===== config.mk =====
export PLATFORM = sky130hd
export DESIGN_NAME = jtldtest_dwnld_gen
export DESIGN_NICKNAME = d
export VERILOG_FILES = /design/src/rtl/jtldtest_pkg.sv /design/src/rtl/jtldtest_lfsr16.sv /design/src/rtl/jtldtest_dwnld_gen.sv
export SDC_FILE = /design/constraint.sdc
export NUM_CORES = 1
export LEC_CHECK = 0
export CAP_MARGIN = 5
export CORE_MARGIN = 2
export CORE_UTILIZATION = 52
export CTS_BUF_LIST = sky130_fd_sc_hd__clkbuf_16
export DETAILED_ROUTE_END_ITERATION = 16
export GPL_TIMING_DRIVEN = 0
export PLACE_DENSITY = 0.82
export SLEW_MARGIN = 20
export SYNTH_ARGS = -nofsm -noshare
export SYNTH_HDL_FRONTEND = slang
export SYNTH_SLANG_ARGS = --single-unit

===== constraint.sdc =====
create_clock -name clk -period 7.06 [get_ports clk]
set_clock_uncertainty 0.15 [all_clocks]
set_input_delay 1.412 -clock clk [delete_from_list [all_inputs] [get_ports clk]]
set_output_delay 1.412 -clock clk [all_outputs]
set_load 0.03 [all_outputs]

===== src/rtl/jtldtest_pkg.sv =====
// jtldtest_pkg: FSM encoding and LFSR helpers shared by the SDRAM load-test core
// The LFSR step is also used by the SDRAM read-back checker to predict download data.
package jtldtest_pkg;
    typedef enum logic [2:0] {S_IDLE, S_PRE, S_SEND, S_GAP, S_DRAIN, S_DONE} state_t;
    localparam logic [15:0] LFSR_TAPS = 16'hB400;
    function automatic logic [15:0] lfsr_next(input logic [15:0] x);
        return {1'b0, x[15:1]} ^ (x[0] ? LFSR_TAPS : 16'h0);
    endfunction
endpackage


===== src/rtl/jtldtest_lfsr16.sv =====
// jtldtest_lfsr16: 16-bit Galois LFSR with load, step and hold
// Ports: clk; rst loads seed; ld loads seed (wins over step); seed: load value;
//        step: advance one step; q: current LFSR state.
module jtldtest_lfsr16 import jtldtest_pkg::*; (
    input  logic        clk,
    input  logic        rst,
    input  logic        ld,
    input  logic [15:0] seed,
    input  logic        step,
    output logic [15:0] q
);
    always_ff @(posedge clk)
        q <= (rst || ld) ? seed : step ? lfsr_next(q) : q;
endmodule


===== src/rtl/jtldtest_dwnld_gen.sv =====
// jtldtest_dwnld_gen: self-test ROM download source fed by a seeded LFSR
// Ports: clk; rst (sync, active-high); start: level request to begin a download;
//        dwnld_busy: game still committing data to SDRAM;
//        downloading/ioctl_addr/ioctl_dout/ioctl_wr: ROM-loader style byte stream;
//        done: download finished and dwnld_busy dropped; sum: byte checksum mod 2^16.
module jtldtest_dwnld_gen import jtldtest_pkg::*; #(
    parameter logic [24:0] LEN  = 25'h10_0000,
    parameter int          GAP  = 7,
    parameter int          PRE  = 16,
    parameter logic [15:0] SEED = 16'hACE1
) (
    input  logic        clk,
    input  logic        rst,
    input  logic        start,
    input  logic        dwnld_busy,
    output logic        downloading,
    output logic [24:0] ioctl_addr,
    output logic [7:0]  ioctl_dout,
    output logic        ioctl_wr,
    output logic        done,
    output logic [15:0] sum
);
    localparam int CW = $clog2((PRE > GAP ? PRE : GAP) + 1);
    state_t        state_q, state_d;
    logic [CW-1:0] cnt_q, cnt_d;
    logic [24:0]   addr_q, addr_d;
    logic [7:0]    dout_q, dout_d;
    logic [15:0]   sum_q, sum_d;
    logic [15:0]   lfsr_q, lfsr_nx;
    logic          lfsr_ld, lfsr_step;
    logic          unused_lfsr_hi;

    jtldtest_lfsr16 u_lfsr (
        .clk  (clk),
        .rst  (rst),
        .ld   (lfsr_ld),
        .seed (SEED),
        .step (lfsr_step),
        .q    (lfsr_q)
    );

    // The data register takes the post-step value at the same edge the LFSR steps,
    // so the byte is already on ioctl_dout during the strobe.
    assign lfsr_nx        = lfsr_next(lfsr_q);
    assign unused_lfsr_hi = ^lfsr_nx[15:8];

    always_comb begin
        state_d   = state_q;
        cnt_d     = cnt_q;
        addr_d    = addr_q;
        dout_d    = dout_q;
        sum_d     = sum_q;
        lfsr_ld   = 1'b0;
        lfsr_step = 1'b0;
        case (state_q)
            S_IDLE, S_DONE: if (start) begin
                state_d = S_PRE;
                cnt_d   = '0;
                addr_d  = '0;
                sum_d   = '0;
                lfsr_ld = 1'b1;
            end
            S_PRE: if (cnt_q == CW'(PRE - 1)) begin
                state_d = S_SEND;
                cnt_d   = '0;
                dout_d  = lfsr_q[7:0];
            end else begin
                cnt_d = cnt_q + CW'(1);
            end
            S_SEND: begin
                state_d = S_GAP;
                sum_d   = sum_q + {8'h0, dout_q};
            end
            S_GAP: if (cnt_q == CW'(GAP - 1)) begin
                cnt_d = '0;
                if (addr_q == LEN - 25'd1) begin
                    state_d = S_DRAIN;
                end else begin
                    state_d   = S_SEND;
                    addr_d    = addr_q + 25'd1;
                    dout_d    = lfsr_nx[7:0];
                    lfsr_step = 1'b1;
                end
            end else begin
                cnt_d = cnt_q + CW'(1);
            end
            S_DRAIN: state_d = dwnld_busy ? S_DRAIN : S_DONE;
            default: state_d = S_IDLE;
        endcase
    end

    always_ff @(posedge clk) begin
        if (rst) begin
            state_q <= S_IDLE;
            cnt_q   <= '0;
            addr_q  <= '0;
            dout_q  <= '0;
            sum_q   <= '0;
        end else begin
            state_q <= state_d;
            cnt_q   <= cnt_d;
            addr_q  <= addr_d;
            dout_q  <= dout_d;
            sum_q   <= sum_d;
        end
    end

    assign downloading = state_q inside {S_PRE, S_SEND, S_GAP};
    assign ioctl_wr    = state_q == S_SEND;
    assign done        = state_q == S_DONE;
    assign ioctl_addr  = addr_q;
    assign ioctl_dout  = dout_q;
    assign sum         = sum_q;
endmodule


==> results of run 1 <==
==> routing by layer <==
layer	vias up	GRT usage (%)
li1	1823	-
met1	1771	32.0
met2	129	39.8
met3	20	5.31
met4	0	9.34
met5	-	0
==> sequential cells by signal, indices dropped and copies added (netlist names) <==
| signal | count |
|---|---|
| ioctl_addr | 25 |
| cnt_q | 5 |
| sum | 16 |
| u_lfsr.q | 16 |
| state_q | 3 |
| ioctl_dout | 8 |
==> worst register-to-register path: cells and delay by family (launching register included) <==
| family | cells | cell delay (ns) |
|---|---|---|
| AOI/OAI and AO/OA | 2 | 0.88 |
| adders and majority gates | 2 | 0.58 |
| and+or+nand+nor | 2 | 0.43 |
| DFF | 1 | 0.38 |
| muxes | 1 | 0.15 |
| buffers and inverters | 1 | 0.06 |
==> cells in the final DEF (no fill, tap or decap), drive strengths merged, types with 6 or more instances in the layout <==
cell	count
o21ai	16
inv	20
or4	6
nand3	17
xnor2	9
dfxtp	73
nor2	73
or3	16
nand4	11
and3	6
clkbuf	24
a22oi	6
mux2i	10
clkdlybuf4s50	55
nor3	14
buf	10
xor2	9
o221a	8
nand2	26
o2111ai	7
a21oi	33
a31oi	7
ha	13
==> worst max path at each step <==
stage                from              to  slack (ns)  depth (start not counted)
2_1_floorplan       start  ioctl_addr[13]        4.19                          6
6_report       state_q[1]        ioctl_wr        3.21                          4
3_3_place_gp        start    u_lfsr.q[14]        3.33                          7
4_1_cts        state_q[1]        ioctl_wr        3.22                          4
3_5_place_dp        start    u_lfsr.q[14]        3.30                          7
5_1_grt        state_q[1]        ioctl_wr        3.09                          4
==> Yosys cell counts, drive strengths merged (4+ instances only) <==
master / number / area share [%]
dfxtp: 73 / 37
nor2: 73 / 6.9
a21oi: 33 / 5.4
nand2: 26 / 2.5
inv: 17 / 1.6
nand3: 17 / 2.2
o21ai: 16 / 2.0
or3: 16 / 2.7
clkbuf: 15 / 1.4
nor3: 14 / 1.9
ha: 13 / 4.1
nand4: 11 / 1.9
buf: 10 / 2.2
mux2i: 10 / 2.5
xnor2: 9 / 2.0
xor2: 9 / 2.2
o221a: 8 / 2.3
a31oi: 7 / 1.1
o2111ai: 7 / 2.0
a22oi: 6 / 1.1
and3: 6 / 0.95
or4: 6 / 1.3
nand2b: 5 / 0.85
o21a: 5 / 0.95
and2: 4 / 0.66
nor2b: 4 / 0.63
nor4: 4 / 0.63
o31ai: 4 / 1.1
==> cell type report <==
| class | instances | area (sq um) |
|---|---|---|
| tap | 99 | 124 |
| inverter | 17 | 63.8 |
| sequential | 73 | 1460 |
| timing repair buffer | 55 | 551 |
| buffer | 25 | 141 |
| multi-input combinational | 346 | 2290 |
| clock buffer | 9 | 225 |
| fill | 615 | 2340 |
| clock inverter | 7 | 93.8 |
==> metrics by stage <==
step                      util [%]  instances  worst slack (ns)  instance area, sq um  hold slack [ns]
after global placement        63.5        615              3.33                  4630            0.323
after floorplan                  -        461              4.19                  3960            0.310
after global routing          67.9        631              3.09                  4950            0.375
final                         67.9        631              3.21                  4950            0.344
after CTS                     67.9        631              3.22                  4950            0.340
after detailed placement      63.5        615              3.30                  4630            0.330
==> power by group through the flow <==
| stage | registers (mW) | clock network, mW | logic (mW) |
|---|---|---|---|
| after global placement | 0.423 | 0 | 0.0423 |
| after floorplan | 0.423 | 0 | 0.0301 |
| after global routing | 0.414 | 0.512 | 0.0474 |
| after CTS | 0.414 | 0.491 | 0.0436 |
| after detailed placement | 0.423 | 0 | 0.0431 |
| final | 0.414 | 0.485 | 0.0437 |
==> cell families (layout without fill, tap and decap cells) <==
logic type      after synthesis  in the layout  synth area share, %
simple gates                194            194                 25.0
compound gates              109            109                 21.3
flops                        73             73                 36.9
buf+inv                      42            113                 5.19
xor+xnor                     18             18                 4.17
fa+ha+maj                    14             14                 4.62
mux                          11             11                 2.81
==> flow_summary_export.csv, run 1 <==
group,metric,value,unit
outcome,status,"finished, final reports clean",
route,drc_errors,0,
global_route,antenna_found_initial,0,
timing,fin_setup_tns,0,ns
clock_tree,cts_buffers,9,
die,die_h,91.2,um
route,vias,3743,
power,vdd_drop_max,0.103,mV
route,drt_pre_antenna_iters,5,
timing,slew_headroom,30.3,%
worst_hold_path,hold_path.class,"flop to flop",
route,top_layer,"met4",
synth,postSynthAreaPerCell,8.58,sq um
global_route,grt_pass1_wl,16600,um
timing,min_period_over_period,54.5,%
critical_path,regToRegSetupSlack,4.31,ns
route,wl_per_cell,15.7,um
route,route.met2.wl,4550,um
global_route,grt_max_degree,14,
power,cellLeakagePower,1.73,nW
critical_path,crit_fanout,10,
route,ant_nets,0,
die,ioPinCount,56,
global_route,grt_pass1_vias,3504,
power,combPwrFrac,4.6,%
clock_tree,clk_latency,0.33,ns
critical_path,worstSetupEndpointType,"primary output",
finish,diodes,0,
critical_path,crit_required,5.50,ns
synth,synth_seq_cells,73,
route,drtIter0Drc,211,
power,internal-power,0.737,mW
power,p_clk_share,51.4,%
timing,finalCriticalPeriod,3.85,ns
finish,drive_gt1_share,10.7,%
die,die_area,0.00832,sq mm
critical_path,worst-path-buf-inv,3,
critical_path,rr_worst_depth,8,
worst_hold_path,hold_path_end,"sum[4]",
critical_path,cp_data_arrival_time,2.29,ns
clock_tree,cts_sinks,73,
finish,final_net_count,545,
clock_tree,cts_hold_buf,0,
placement,place_congestion,0.838,
clock_tree,ctsRootBufferMaster,"clkbuf_16",
critical_path,cpPeakStageDelay,0.72,ns
synth,syn-cell-area,0.00396,sq mm
power,switchingPower,0.206,mW
die,die_x,91.2,um
synth,synth_flop_cell,"dfxtp_1",
worst_hold_path,min-delay-start,"sum[4]",
synth,synth_edf_count,0,
clock_tree,cts_max_level,3,
critical_path,worstReg2RegEnd,"sum[14]",
clock_tree,cts_resized,0,
finish,area_delta_synth_final,25.1,%
critical_path,worst-setup-path-type,"flop to primary output",
power,p_seq_share,43.9,%
route,wl_met1,4560,um
timing,max_freq,260,MHz
placement,portBuffers,55,
synth,ys_warn_count,0,
power,cellPowerDensity,190,mW/mm^2
die,core-area,0.00729,sq mm
timing,rsz0062_at_grt,"no",
critical_path,reg2reg_from,"ioctl_dout[0]",
worst_hold_path,worst_hold_path.num_cells,2,
die,rows,31,
route,wl,9880,um
critical_path,startpoint_type,"flop",
synth,synthesis.nets,479,
critical_path,cp_top_family,"buffers and inverters",
global_route,grt.total_usage,24.5,%
synth,syn_inst,461,
clock_tree,cts_tree,"done",
clock_tree,clk_pin_slew,0.06,ns
die,start_util,54.3,%
placement,place_hpwl,6990,um
clock_tree,post_cts_buffers,0,
timing,tightest_slew,1.05,ns
power,finalPower,0.943,mW
power,p_sw_share,21.9,%
clock_tree,clockBufferDepth,2,
route,routed_via_density,5.93,
critical_path,slowest_stage,"clkdlybuf4s50_1",
synth,synth_cell_type_count,65,
timing,setup_violations,0,
critical_path,worstPathCellList,"clkbuf_1 > nand2_1 > inv_1 > clkdlybuf4s50_1",
flow_run,cap_violations,0,
timing,hold_viol,0,
global_route,globalRouteOverflowTotal,0,
synth,yosysSeqAreaShare,36.9,%
route,dr_wl_met3,593,um
synth,async_flop_share,0,%
timing,slew_violations,0,
No activity file was read; power rests on OpenSTA's default activity.
==> run 2: changes to the inputs <==
--- a/config.mk
+++ b/config.mk
@@ -7,7 +7,7 @@
 export LEC_CHECK = 0
 export CAP_MARGIN = 5
 export CORE_MARGIN = 2
-export CORE_UTILIZATION = 52
+export CORE_UTILIZATION = 50
 export CTS_BUF_LIST = sky130_fd_sc_hd__clkbuf_16
 export DETAILED_ROUTE_END_ITERATION = 16
 export GPL_TIMING_DRIVEN = 0
==> constraint.sdc (replaced) <==
create_clock -name clk -period 3.25 [get_ports clk]
set_clock_uncertainty 0.15 [all_clocks]
set_input_delay 0.65 -clock clk [delete_from_list [all_inputs] [get_ports clk]]
set_output_delay 0.65 -clock clk [all_outputs]
set_load 0.03 [all_outputs]
==> run 2 against run 1 <==
Critical path depth unchanged. Design area shrank 1.2%. Clock power up 79%. Critical path type unchanged.
==> flow_summary_export.csv, run 2 (synthesized netlist as in run 1, its figures left out) <==
group,metric,value,unit
timing,slew_headroom,23.0,%
global_route,grt_pass1_wl,16700,um
finish,largest_reg_flops,25,
route,drt_pre_antenna_iters,5,
timing,worst_slack,0.194,ns
timing,slew_violations,0,
critical_path,cp_data_arrival_time,2.26,ns
clock_tree,cts_max_level,3,
timing,min_period_over_period,94.0,%
placement,dp_slack,0.293,ns
finish,area_delta_synth_final,23.7,%
route,routed_via_density,5.93,
power,internal-power,1.43,mW
clock_tree,clockBufferDepth,2,
global_route,antenna_found_initial,0,
power,combPwrFrac,5.1,%
finish,fin_area,0.00489,sq mm
route,vias,3762,
finish,final_util,63.6,%
clock_tree,clk_latency,0.33,ns
route,drc_errors,0,
flow_run,cap_violations,0,
timing,max_freq,327,MHz
route,drtIter0Drc,250,
power,cellPowerDensity,381,mW/mm^2
die,core-area,0.00769,sq mm
outcome,status,"finished, final reports clean",
placement,portBuffers,55,
clock_tree,cts_hold_buf,0,
placement,placed_cells,618,
critical_path,worstSetupEndpointType,"primary output",
timing,rsz0062_at_grt,"no",
die,die_h,93.0,um
power,switchingPower,0.435,mW
power,p_sw_share,23.3,%
critical_path,crit_required,2.45,ns
global_route,grt_pass1_vias,3523,
global_route,grt.total_usage,23.8,%
finish,final_net_count,545,
timing,hold-worst-slack,0.351,ns
clock_tree,cts_tree,"done",
power,p_clk_share,46.6,%
route,wl,10100,um
timing,fin_setup_tns,0,ns
die,die_area,0.00864,sq mm
power,cellLeakagePower,1.71,nW
critical_path,worst-setup-path-type,"flop to primary output",
die,start_util,51.5,%
clock_tree,cts_buffers,9,
power,finalPower,1.86,mW
route,ant_nets,0,
finish,final_cells,634,
timing,hold_viol,0,
placement,place_congestion,0.889,
clock_tree,clk_pin_slew,0.06,ns
timing,setup_violations,0,
placement,place_area,0.00463,sq mm
timing,tightest_slew,1.15,ns
power,p_seq_share,48.3,%
global_route,grt_max_degree,12,
finish,drive_gt1_share,9.96,%
die,ioPinCount,56,
clock_tree,cts_sinks,73,
critical_path,startpoint_type,"flop",
global_route,globalRouteOverflowTotal,0,
critical_path,crit_fanout,10,
finish,final_cell_mix,"73 x nor2_1, 73 x dfxtp_1, 55 x clkdlybuf4s50_1, 26 x nand2_1, 21 x inv_1",
clock_tree,cts_resized,0,
timing,finalCriticalPeriod,3.06,ns
placement,place_hpwl,7150,um
die,die_x,93.0,um
die,rows,32,
clock_tree,post_cts_buffers,0,
route,wl_per_cell,15.9,um
finish,diodes,0,
clock_tree,ctsRootBufferMaster,"clkbuf_16",
worst_hold_path,hold_path.class,"flop to flop",
power,vdd_drop_max,0.330,mV
-- run 2: worst paths after layout --
kind,startpoint,to,slack (ns),cells past startpoint
worst min register to register,sum[4],sum[4],0.35,2
worst min-delay path,sum[4],sum[4],0.35,2
worst max register to register,cnt_q[1],u_lfsr.q[13],0.52,7
worst max-delay path,state_q[1],ioctl_wr,0.19,4
-- run 2: final cells by class --
type                    count  area [sq um]
inverters                  17          63.8
multi-input cells         346          2290
fillers                   671          2800
plain buffers              25           141
clock buffers               9           225
flip-flops and latches     73          1460
well taps                 102           128
clock inverters             7          32.5
repair buffers             55           551
-- run 2: layer usage --
metal  track usage [%]  vias to the layer above  wire length, um
li1                  -                     1807                -
met1              31.6                     1750             4420
met2              37.9                      181             4570
met3              3.74                       24              797
met4              11.2                        0              265
met5                 0                        -                0
-- run 2: critical path, cell delays in order, from the launching register on --
cell and delay (ns):
dfxtp_1 0.40, clkbuf_1 0.38, nand2_1 0.20, inv_1 0.24, clkdlybuf4s50_1 0.71
-- run 2: power by group through the flow --
stage / registers, mW / clock network (mW) / logic [mW]
after detailed placement: 0.920 / 0 / 0.0936
after global placement: 0.920 / 0 / 0.0918
after CTS: 0.900 / 0.879 / 0.0943
final: 0.900 / 0.869 / 0.0954
after floorplan: 0.919 / 0 / 0.0653
after global routing: 0.900 / 0.907 / 0.104
